**config.mk**
```make
export PLATFORM = sky130hd
export DESIGN_NAME = floating_point_multiplier
export DESIGN_NICKNAME = d
export VERILOG_FILES = /design/src/rtl/fp16_pkg.sv /design/src/rtl/fp_lzc.sv /design/src/rtl/floating_point_multiplier.sv
export SDC_FILE = /design/constraint.sdc
export NUM_CORES = 1
export LEC_CHECK = 0
export ABC_AREA = 1
export BUFFER_PORTS_ARGS = -buffer_cell sky130_fd_sc_hd__buf_2
export CAP_MARGIN = 25
export CORE_MARGIN = 4
export CORE_UTILIZATION = 38
export DETAILED_ROUTE_END_ITERATION = 8
export SYNTH_ARGS = -nofsm -noshare
export SYNTH_HDL_FRONTEND = slang
export SYNTH_SLANG_ARGS = --single-unit
```
**constraint.sdc**
```tcl
create_clock -name clk -period 1.5 [get_ports clk]
set_clock_uncertainty 0.15 [all_clocks]
set_input_delay 0.3 -clock clk [delete_from_list [all_inputs] [get_ports clk]]
set_output_delay 0.3 -clock clk [all_outputs]
set_load 0.01 [all_outputs]
```
**src/rtl/fp16_pkg.sv**
```systemverilog
// Shared binary16 field layout, constants and operand classification
// for the half-precision multiplier.
package fp16_pkg;

  localparam int EXP_W  = 5;
  localparam int FRAC_W = 10;
  localparam int BIAS   = 15;

  localparam logic [15:0] QNAN    = 16'h7E00;
  localparam logic [15:0] POS_INF = 16'h7C00;

  typedef struct packed {
    logic              sign;
    logic [EXP_W-1:0]  exp;
    logic [FRAC_W-1:0] frac;
  } fp16_t;

  typedef enum logic [2:0] {ZERO, SUBNORMAL, NORMAL, INF, NAN} fp_class_e;

  function automatic fp_class_e classify(input fp16_t x);
    if (x.exp == '1)
      return (x.frac != '0) ? NAN : INF;
    else if (x.exp == '0)
      return (x.frac != '0) ? SUBNORMAL : ZERO;
    else
      return NORMAL;
  endfunction

endpackage

```
**src/rtl/fp_lzc.sv**
```systemverilog
// 11-bit leading-zero counter used to normalize subnormal significands.
// Only compiled in when FPMUL_SUBNORMAL_EN is defined.
`ifdef FPMUL_SUBNORMAL_EN
module fp_lzc (
  input  logic [10:0] x,
  output logic [3:0]  cnt
);

  // Ascending scan: the most significant set bit is the last to write cnt.
  always_comb begin
    cnt = 4'd11;
    for (int i = 0; i <= 10; i++) begin
      if (x[i]) cnt = 4'(10 - i);
    end
  end

endmodule
`endif

```
**src/rtl/floating_point_multiplier.sv**
```systemverilog
// Registered binary16 multiplier with round-to-nearest-even.
// Define FPMUL_SUBNORMAL_EN for gradual underflow; otherwise subnormals flush to zero.
module floating_point_multiplier
  import fp16_pkg::*;
#(
  parameter int DATA_WIDTH = 16
) (
  input  logic                  clk,
  input  logic                  reset,
  input  logic                  en,
  input  logic [DATA_WIDTH-1:0] a,
  input  logic [DATA_WIDTH-1:0] b,
  output logic [DATA_WIDTH-1:0] result
);

  if (DATA_WIDTH != 16) begin : g_width_check
    $error("floating_point_multiplier: DATA_WIDTH must be 16");
  end

  localparam bit SUB_EN =
`ifdef FPMUL_SUBNORMAL_EN
    1'b1;
`else
    1'b0;
`endif

  fp16_t            fa, fb;
  fp_class_e        ca, cb;
  logic             za, zb;
  logic [10:0]      ma, mb, man_a, man_b;
  logic [4:0]       ea_eff, eb_eff;
  logic [3:0]       lz_a, lz_b;
  logic signed [7:0] exp_a, exp_b;
  logic [15:0]      prod_p0;

  assign fa = a;
  assign fb = b;
  assign ca = classify(fa);
  assign cb = classify(fb);
  assign za = (ca == ZERO) || (!SUB_EN && ca == SUBNORMAL);
  assign zb = (cb == ZERO) || (!SUB_EN && cb == SUBNORMAL);

  // Subnormals carry implicit bit 0 with exponent 1.
  assign ma     = {|fa.exp, fa.frac};
  assign mb     = {|fb.exp, fb.frac};
  assign ea_eff = (fa.exp == 5'd0) ? 5'd1 : fa.exp;
  assign eb_eff = (fb.exp == 5'd0) ? 5'd1 : fb.exp;

`ifdef FPMUL_SUBNORMAL_EN
  fp_lzc u_lzc_a (.x(ma), .cnt(lz_a));
  fp_lzc u_lzc_b (.x(mb), .cnt(lz_b));
`else
  assign lz_a = 4'd0;
  assign lz_b = 4'd0;
`endif

  assign man_a = ma << lz_a;
  assign man_b = mb << lz_b;
  assign exp_a = signed'({3'b000, ea_eff}) - signed'({4'b0000, lz_a});
  assign exp_b = signed'({3'b000, eb_eff}) - signed'({4'b0000, lz_b});

  // The {exp, frac} concatenation lets a rounding carry ripple into the exponent.
  function automatic logic [15:0] round_pack(input logic s, input logic signed [7:0] ex,
                                             input logic [9:0] fr, input logic g,
                                             input logic st);
    logic signed [17:0] rv;
    logic signed [7:0]  er;
    rv = signed'({ex, fr}) + signed'({17'd0, g & (st | fr[0])});
    er = rv[17:10];
    if (er >= 8'sd31)
      return {s, POS_INF[14:0]};
    else if (er < 8'sd0 || (!SUB_EN && er == 8'sd0))
      return {s, 15'd0};
    else
      return {s, er[4:0], rv[9:0]};
  endfunction

  logic              sign;
  logic [21:0]       p, full;
  logic [20:0]       sig, shifted;
  logic signed [7:0] e, ebase;
  logic [7:0]        sh;
  logic [9:0]        frac;
  logic              g, st, lost;

  always_comb begin
    sign    = fa.sign ^ fb.sign;
    p       = 22'(man_a) * 22'(man_b);
    sig     = p[21] ? p[20:0] : {p[19:0], 1'b0};
    e       = exp_a + exp_b - 8'sd15 + (p[21] ? 8'sd1 : 8'sd0);
    full    = {1'b1, sig};
    sh      = 8'd0;
    shifted = '0;
    lost    = 1'b0;
    frac    = sig[20:11];
    g       = sig[10];
    st      = |sig[9:0];
    ebase   = e;
    if (SUB_EN && e <= 8'sd0) begin
      // Denormalize: shift the full significand right, folding lost bits into sticky.
      sh = 8'sd1 - e;
      if (sh > 8'd21) begin
        shifted = '0;
        lost    = |full;
      end else begin
        shifted = 21'(full >> sh);
        lost    = |(full & ~(22'h3FFFFF << sh));
      end
      frac  = shifted[20:11];
      g     = shifted[10];
      st    = (|shifted[9:0]) | lost;
      ebase = 8'sd0;
    end
    prod_p0 = round_pack(sign, ebase, frac, g, st);
    if (ca == NAN || cb == NAN || (ca == INF && zb) || (cb == INF && za))
      prod_p0 = QNAN;
    else if (ca == INF || cb == INF)
      prod_p0 = {sign, POS_INF[14:0]};
    else if (za || zb)
      prod_p0 = {sign, 15'd0};
  end

  // ---- output register ----
  always_ff @(posedge clk or posedge reset) begin
    if (reset)
      result <= '0;
    else if (en)
      result <= prod_p0;
  end

endmodule

```
# Word level (Yosys, flattened, before mapping)
# Cells that the tools add are included.
# totals
ff_bits	16
input_bits	35
elab_cells	56
# op_classes
n_addsub	4
multipliers	1
n_lt_le_gt_ge	2
n_eq_ne	8
muxes	17
n_bitwise	3
reduce_logical	20
# ops
cell	n
two-way mux 15 bit	4
multiplier 11 x 11 -> 22 bit	1
two-way mux 21 bit	1
nonzero test 10 bit	2
adder 18 x 2 -> 18 bit	1
two-way mux 16 bit	1
two-way mux 3 bit	4
== test 5 bit (second input constant)	2
zero test 5 bit	2
two-way mux 5 bit	2
OR reduction 10 bit	1
OR reduction 5 bit	2
adder 7 x 2 -> 8 bit	1
greater-or-equal comparator 8 x 6 -> 1 bit (second input constant)	1
zero test 8 bit	1
logical OR 1 bit	8
< comparator 8 x 1 -> 1 bit (second input constant)	1
subtractor 6 x 4 -> 7 bit (second input constant)	1
adder 5 x 5 -> 6 bit	1
== test 3 x 1 -> 1 bit (second input constant)	2
== test 3 x 2 -> 1 bit (second input constant)	2
== test 3 bit (second input constant)	2
zero test 3 bit	2
two-way mux 2 bit	2
other kinds (5)	8

# Depth between registers and ports, before layout
# Gate-level depths: netlist (run 1).
# logic_depth
depth_word	14
ltp_mapped	47

# Worst setup path after synthesis (run 1)
# Ideal clock, no wire load.
# synth_path
path_type	input to register
from	in b[10]
to	reg result[6]
setup_time_ns	0.118
arrival_ns	6.627
setup_slack_ns	-5.394
cell_stages	44
n_path_buf	2
path_cell_list	nor3_1 nand3_1 clkbuf_1 nand2_1 inv_1 fa_1 inv_1 fa_1 inv_1 fa_1 fa_1 inv_1 fa_1 inv_1 ha_1 nand2_2 inv_1 nand2_1 (+8 left out) ha_1 ha_1 nand3_1 inv_1 nand2_1 nand3_1 nor2_1 nand2_1 nor3_1 nand2_1 nand2_2 nand2_1 nor3_2 nand2_2 nand2_2 inv_2 nand3b_1 nand2_1
# synth_between
elab_chain_cells	14
elab_cells_between_ends	37
cone_classes	add/sub (4); mul (1); order compare (2); eq/ne (4); mux (10); bitwise (2); reduce/logical (14)
# synth_rtl
element	line	rtl
start, declared	floating_point_multiplier.sv:12	input logic [DATA_WIDTH-1:0] b,
branches (longest 13 deep; another with multiplier 11 x 11 -> 22 bit)	-	
two-way mux 16 bit *	floating_point_multiplier.sv:115	if (ca == NAN || cb == NAN || (ca == INF && zb) || (cb == INF && za))
end signal, assigned	floating_point_multiplier.sv:128	result <= prod_p0;
end, declared	floating_point_multiplier.sv:13	output logic [DATA_WIDTH-1:0] result
# Mark *: on every way between the ends.
# A chain may end at the register's enable or synchronous reset.

# Worst setup path after layout (run 1)
# layout_path
from	in b[13]
to	reg result[7]
# The elaborated chain is that of the path after synthesis.

==> metrics.yaml, run 1 <==
worst_hold_check_path_type: "input pin to flip-flop"
final_net_count: 1499
largest_reg_flops: 16
run_status: "finished with violations"
reg.largest.list: "result (16)"
vertical_extent_of_the_die_um: 143.0
number_of_warnings_printed_during_yosys_synthesis: 0
max_clock_freq_ghz: 0.1584
pin_count: 51
finalHoldWorstSlack_ns: 0.1860
detail_route.vias_per_cell: 4.615
detailedRoute.firstPassIterationCount: 5
setup_viol: 16
flow.area_growth_from_synthesis_pct: 39.98
clk_pin_slew_worst_paths_ns: 0.05
buffer_ports.inserted: 50
critPathMaxStageDelay_ns: 0.50
wl_per_cell_um: 11.94
path_buf_inv: 10
setup_repair_after_global_routing_missed_its_margin: "true"
maxCapViolations: 0
grt_start_max_net_pins: 17
layout_worst_path_cycle_share: 4.209
place.detailed.hpwl_um: 16030
first_global_vias: 7038
worstPathRequired_ns: 1.49
place.gp.congestion: 0.8766
max_root_sink_buffers: 2
slowest_stage: "fa_1"
violations: "negative setup slack"
clock_tree_from_tritoncts: "done"
final.min_clock_period_ns: 6.313
floorplan.rows: 49
setup_ws_ns: -4.813
netlist.area_leader.share: 0.2340
cp-start-kind: "input pin"
cp_data_arrival_time_ns: 6.30
post-route-drc-count: 0
worst_skew_pair.late_latency_ns: 0.25
synth_top_cells_by_area: "fa_1, nand2_1, inv_1, ha_1, dfrtp_1"
clock-root-buffer: "clkbuf_16"
syn_area_um2: 6929
tritoncts_num_sinks: 16
cell_type_contributing_the_most_total_cell_area_after_synthesis: "fa_1"
numCtsBuffers: 3
worst_path_dominant_cell_family: "adder cells"
num-fill-cells: 1734
num_antenna_cells: 0
detail_route.iter0.violations: 347
synth.net_count: 1261
synth.yosys.seq_area_share: 0.05778
criticalPathCategory: "input pin to flip-flop"
total_wirelength_um: 18380
floorplan.core_area_um2: 17960
most_instantiated_flip_flop_cell_in_the_synthesis_netlist: "dfrtp_1"
synth_enable_flop_cells: 0
effective_utilization_at_floorplan: 0.3857
registers.top_by_ff_count: "result"
critPathMaxFanout: 7
timing.final.max_slew_violations: 0
r2r_slack_ns: 0.62
post_route_cells_drive_above_1_share: 0.3198
antenna_found_initial: 0
synthArstFlopShare: 1.000
vias: 7102
grt.overflow.total: 0
number_of_flip_flops_and_latches_in_the_synthesized_netlist: 16
worstSetupEndpointType: "flip-flop"
synth.avg_cell_area_um2: 6.458
relSlewSlack: 0.7063
synth.lib_cells_used.distinct: 42
clock_tree.htree_level_count: 1
die_width_um: 143.0
die_area_um2: 20460
groute.usage.overall: 0.1858
syn-instance-count: 1073
tightest_slew_ns: 0.4405
hold_viol: 0
global_route_wire_length_before_repair_um: 31910
final_antenna_net_count: 0
## Yosys cell counts (8+ instances only)
| library cell | number |
|---|---|
| xor2_1 | 8 |
| nand2_2 | 18 |
| ha_1 | 72 |
| nand4_1 | 12 |
| nand3_2 | 12 |
| nand2_1 | 344 |
| nor2_2 | 10 |
| fa_1 | 81 |
| nand3_1 | 67 |
| inv_1 | 265 |
| nor2_1 | 42 |
| a21oi_1 | 22 |
| dfrtp_1 | 16 |
| nor3_1 | 11 |
| clkbuf_1 | 29 |
## layout by cell type (no fill, tap or decap), types with 4 or more instances in the layout
cell type / count
nand4_1: 12
buf_2: 38
xor2_1: 6
nand2_2: 36
inv_2: 18
nor2_2: 16
inv_1: 253
o21ai_1: 4
xnor2_1: 6
nor3_1: 7
buf_4: 199
nand2_1: 320
ha_4: 10
dfrtp_1: 16
nand2_4: 11
nand3_4: 4
nor2_1: 31
nand3_1: 52
a21oi_1: 21
buf_6: 23
fa_1: 81
nor2_4: 8
nor4_4: 4
ha_1: 61
nand3_2: 23
o21ai_0: 5
## logic make-up after synthesis
family                     count (synthesis)  share of synthesized area
AOI/OAI and AO/OA                         40                    0.03250
and+or+nand+nor                          539                     0.3521
buffers and inverters                    308                     0.1699
DFF                                       16                    0.05778
xor gates and xnor gates                  17                    0.02366
adders and majority gates                153                     0.3640
## stage by stage
step | TNS [ns] | utilization | worst slack [ns] | instances | area (um2)
3_3_place_gp | -76.78 | 0.5027 | -5.105 | 1517 | 9030
6_report | -71.92 | 0.5399 | -4.813 | 1539 | 9699
4_1_cts | -71.48 | 0.5305 | -4.766 | 1537 | 9530
3_5_place_dp | -77.39 | 0.5027 | -5.135 | 1517 | 9030
5_1_grt | -77.66 | 0.5399 | -5.198 | 1539 | 9699
2_1_floorplan | -72.47 | - | -4.890 | 1073 | 7138
## worst min-delay path: cells and delay by family
family / cells / cell delay [ns]
xor+xnor: 1 / 0.06
buf+inv: 1 / 0.08
compound gates: 1 / 0.10
## what timing repair did
| item | in CTS | in global routing |
|---|---|---|
| pin swaps | 41 | 27 |
| resized for setup | 72 | 42 |
| hold buffers | 1 | 0 |
| endpoints found under the hold margin | 16 | 0 |
| buffers inserted | 16 | 2 |
| endpoints found under the setup margin | 16 | 16 |
## final cells by class
type | count | area, um2 | area share
flip-flops and latches | 16 | 400.4 | 0.04128
multi-input cells | 749 | 5872 | 0.6054
repair buffers | 265 | 2008 | 0.2070
well taps | 229 | 286.5 | 0.02954
inverters | 276 | 1044 | 0.1076
clock buffers | 4 | 88.84 | 0.009159
## worst paths after layout
path | cells past startpoint | from | to
worst max-delay path | 42 | b[13] | result[7]$_DFFE_PP0P_
worst min-delay path | 3 | a[15] | result[15]$_DFFE_PP0P_
worst max register to register | 2 | result[10]$_DFFE_PP0P_ | result[10]$_DFFE_PP0P_
worst min register to register | 2 | result[2]$_DFFE_PP0P_ | result[2]$_DFFE_PP0P_
max in group asynchronous | 4 | reset | result[12]$_DFFE_PP0P_
min in group asynchronous | 4 | reset | result[7]$_DFFE_PP0P_
## metal layers
metal / part of all wire / vias up / track usage
met5: 0 / - / 0
met4: 0.0079 / 0 / 0.01901
met3: 0.034 / 14 / 0.01005
met2: 0.49 / 130 / 0.3264
met1: 0.47 / 3309 / 0.2625
li1: - / 3649 / -
Power of run 1 is left out: the tool's default activity adds up to more than one toggle a clock period on the data nets, which glitch-free logic cannot reach.
==> run 2: changes to the inputs <==
--- a/config.mk
+++ b/config.mk
@@ -11,6 +11,7 @@
 export CORE_MARGIN = 4
 export CORE_UTILIZATION = 38
 export DETAILED_ROUTE_END_ITERATION = 8
+export MAX_ROUTING_LAYER = met4
 export SYNTH_ARGS = -nofsm -noshare
 export SYNTH_HDL_FRONTEND = slang
 export SYNTH_SLANG_ARGS = --single-unit
==> run 2 against run 1 <==
The flow still finishes with violations (negative setup slack). Non-clock buffer count did not move. Wire length barely moved. First-iteration DRC count fell by 8.9%. Cell area did not move. Worst hold slack improved by 0.0071 ns. Register-to-register slack barely moved. Critical path depth did not move. Clock-buffer cell count did not move. Global-route usage rose by 0.57 points. Critical path type unchanged. Largest cell class unchanged.
==> metrics.yaml, run 2 (synthesis results as in run 1) <==
layout_worst_path_cycle_share: 4.210  # about the same
slowest_stage: "fa_1"
place.detailed.hpwl_um: 16030  # unchanged
critPathMaxFanout: 7  # unchanged
first_global_vias: 7038  # unchanged
largest_reg_flops: 16  # unchanged
final_cell_count_no_fill: 1539  # unchanged
floorplan.core_area_um2: 17960  # unchanged
criticalPathCategory: "input pin to flip-flop"
detail_route.iter0.violations: 316  # -8.9%
vias: 7100  # -0.028%
total_wirelength_um: 18390  # about the same
placed_cells: 1517  # unchanged
vertical_extent_of_the_die_um: 143.0  # unchanged
floorplan.rows: 49  # unchanged
cp_data_arrival_time_ns: 6.30  # about the same
grt.overflow.total: 0  # unchanged
detail_route.vias_per_cell: 4.613  # about the same
global_route_wire_length_before_repair_um: 31930  # about the same
effective_utilization_at_floorplan: 0.3857  # unchanged
num-fill-cells: 1734  # unchanged
maxCapViolations: 0  # unchanged
timing.final.max_slew_violations: 0  # unchanged
worst_hold_check_path_type: "input pin to flip-flop"
max_root_sink_buffers: 2  # unchanged
tightest_slew_ns: 0.3994  # -0.04108 ns
detailedRoute.firstPassIterationCount: 5  # unchanged
cp-start-kind: "input pin"
reg.largest.list: "result (16)"
clk_pin_slew_worst_paths_ns: 0.05  # about the same
die_area_um2: 20460  # unchanged
clock_tree.htree_level_count: 1  # unchanged
place.gp.congestion: 0.8911  # +1.7%
violations: "negative setup slack"
clock-root-buffer: "clkbuf_16"
registers.top_by_ff_count: "result"
worst_skew_pair.late_latency_ns: 0.25  # about the same
mostFrequentLayoutCells: "nand2_1, inv_1, buf_4"
tritoncts_num_sinks: 16  # unchanged
setup_repair_after_global_routing_missed_its_margin: "true"
final.min_clock_period_ns: 6.315  # +0.001440 ns
setup_viol: 16  # unchanged
setup_ws_ns: -4.815  # -0.001440 ns
post_route_cells_drive_above_1_share: 0.3198  # unchanged
relSlewSlack: 0.7337  # +0.02738
worstSetupEndpointType: "flip-flop"
worstPathRequired_ns: 1.49  # about the same
hold_viol: 0  # unchanged
antenna_found_initial: 0  # unchanged
wl_per_cell_um: 11.95  # about the same
grt_start_max_net_pins: 17  # unchanged
flow.area_growth_from_synthesis_pct: 39.98  # unchanged
groute.usage.overall: 0.1915  # +0.005691
run_status: "finished with violations"
num_antenna_cells: 0  # unchanged
buffer_ports.inserted: 50  # unchanged
die_width_um: 143.0  # unchanged
post-route-drc-count: 0  # unchanged
numCtsBuffers: 3  # unchanged
max_clock_freq_ghz: 0.1584  # about the same
clock_tree_from_tritoncts: "done"
layout.cells.most_common: "nand2_1"
pin_count: 51  # unchanged
final_antenna_net_count: 0  # unchanged
final_net_count: 1499  # unchanged
critPathMaxStageDelay_ns: 0.50  # about the same
-- run 2: cell counts in the layout (fill, tap and decap cells not counted) --
No cell type changed its count.
-- run 2: path summary, 6_finish.rpt --
kind,end,cells after the start,startpoint,slack [ns]
min in group asynchronous,result[1]$_DFFE_PP0P_,4,reset,0.47
max in group asynchronous,result[15]$_DFFE_PP0P_,4,reset,0.55
min,result[15]$_DFFE_PP0P_,3,a[15],0.19
min reg2reg,result[3]$_DFFE_PP0P_,2,result[3]$_DFFE_PP0P_,0.33
max,result[7]$_DFFE_PP0P_,42,b[13],-4.81
max reg2reg,result[10]$_DFFE_PP0P_,2,result[10]$_DFFE_PP0P_,0.62
-- run 2: timing repair --
action,CTS,global route
gates cloned,0,0
hold buffers,1,0
buffers inserted,16,2
setup endpoints to repair,16,16
endpoints found under the hold margin,16,0
pin swaps,41,27
gates resized for setup,72,42
-- run 2: cell type report --
type,instances,area (um2),area share
Clock buffer,4,88.84,0.009159
Timing Repair Buffer,265,2008,0.2070
Tap cell,229,286.5,0.02954
Multi-Input combinational cell,749,5872,0.6054
Sequential cell,16,400.4,0.04128
Inverter,276,1044,0.1076
-- run 2: worst max-delay path, delay by kind of cell --
kind | cells | cell delay [ns]
xor gates and xnor gates | 1 | 0.15
adders and majority gates | 8 | 3.02
buffers and inverters | 10 | 0.66
and+or+nand+nor | 23 | 2.20
-- run 2: stage by stage --
step | worst slack, ns | util | area, um2 | hold WS, ns | setup TNS [ns]
after floorplan | -4.890 | - | 7138 | 0.06374 | -72.47
after global placement | -5.105 | 0.5027 | 9030 | 0.1619 | -76.78
after detailed placement | -5.135 | 0.5027 | 9030 | 0.1642 | -77.39
after CTS | -4.766 | 0.5305 | 9530 | 0.1930 | -71.48
after global routing | -5.198 | 0.5399 | 9699 | 0.2188 | -77.66
final | -4.815 | 0.5399 | 9699 | 0.1931 | -71.97
-- run 2: routing by layer --
| metal | up-vias | routed length, um | track usage |
|---|---|---|---|
| met2 | 128 | 8963 | 0.3269 |
| met1 | 3311 | 8676 | 0.2623 |
| met4 | 0 | 136 | 0.01901 |
| met3 | 14 | 617 | 0.01005 |
| met5 | - | 0 | - |
| li1 | 3647 | - | - |
Power of run 2 is left out for the same reason.
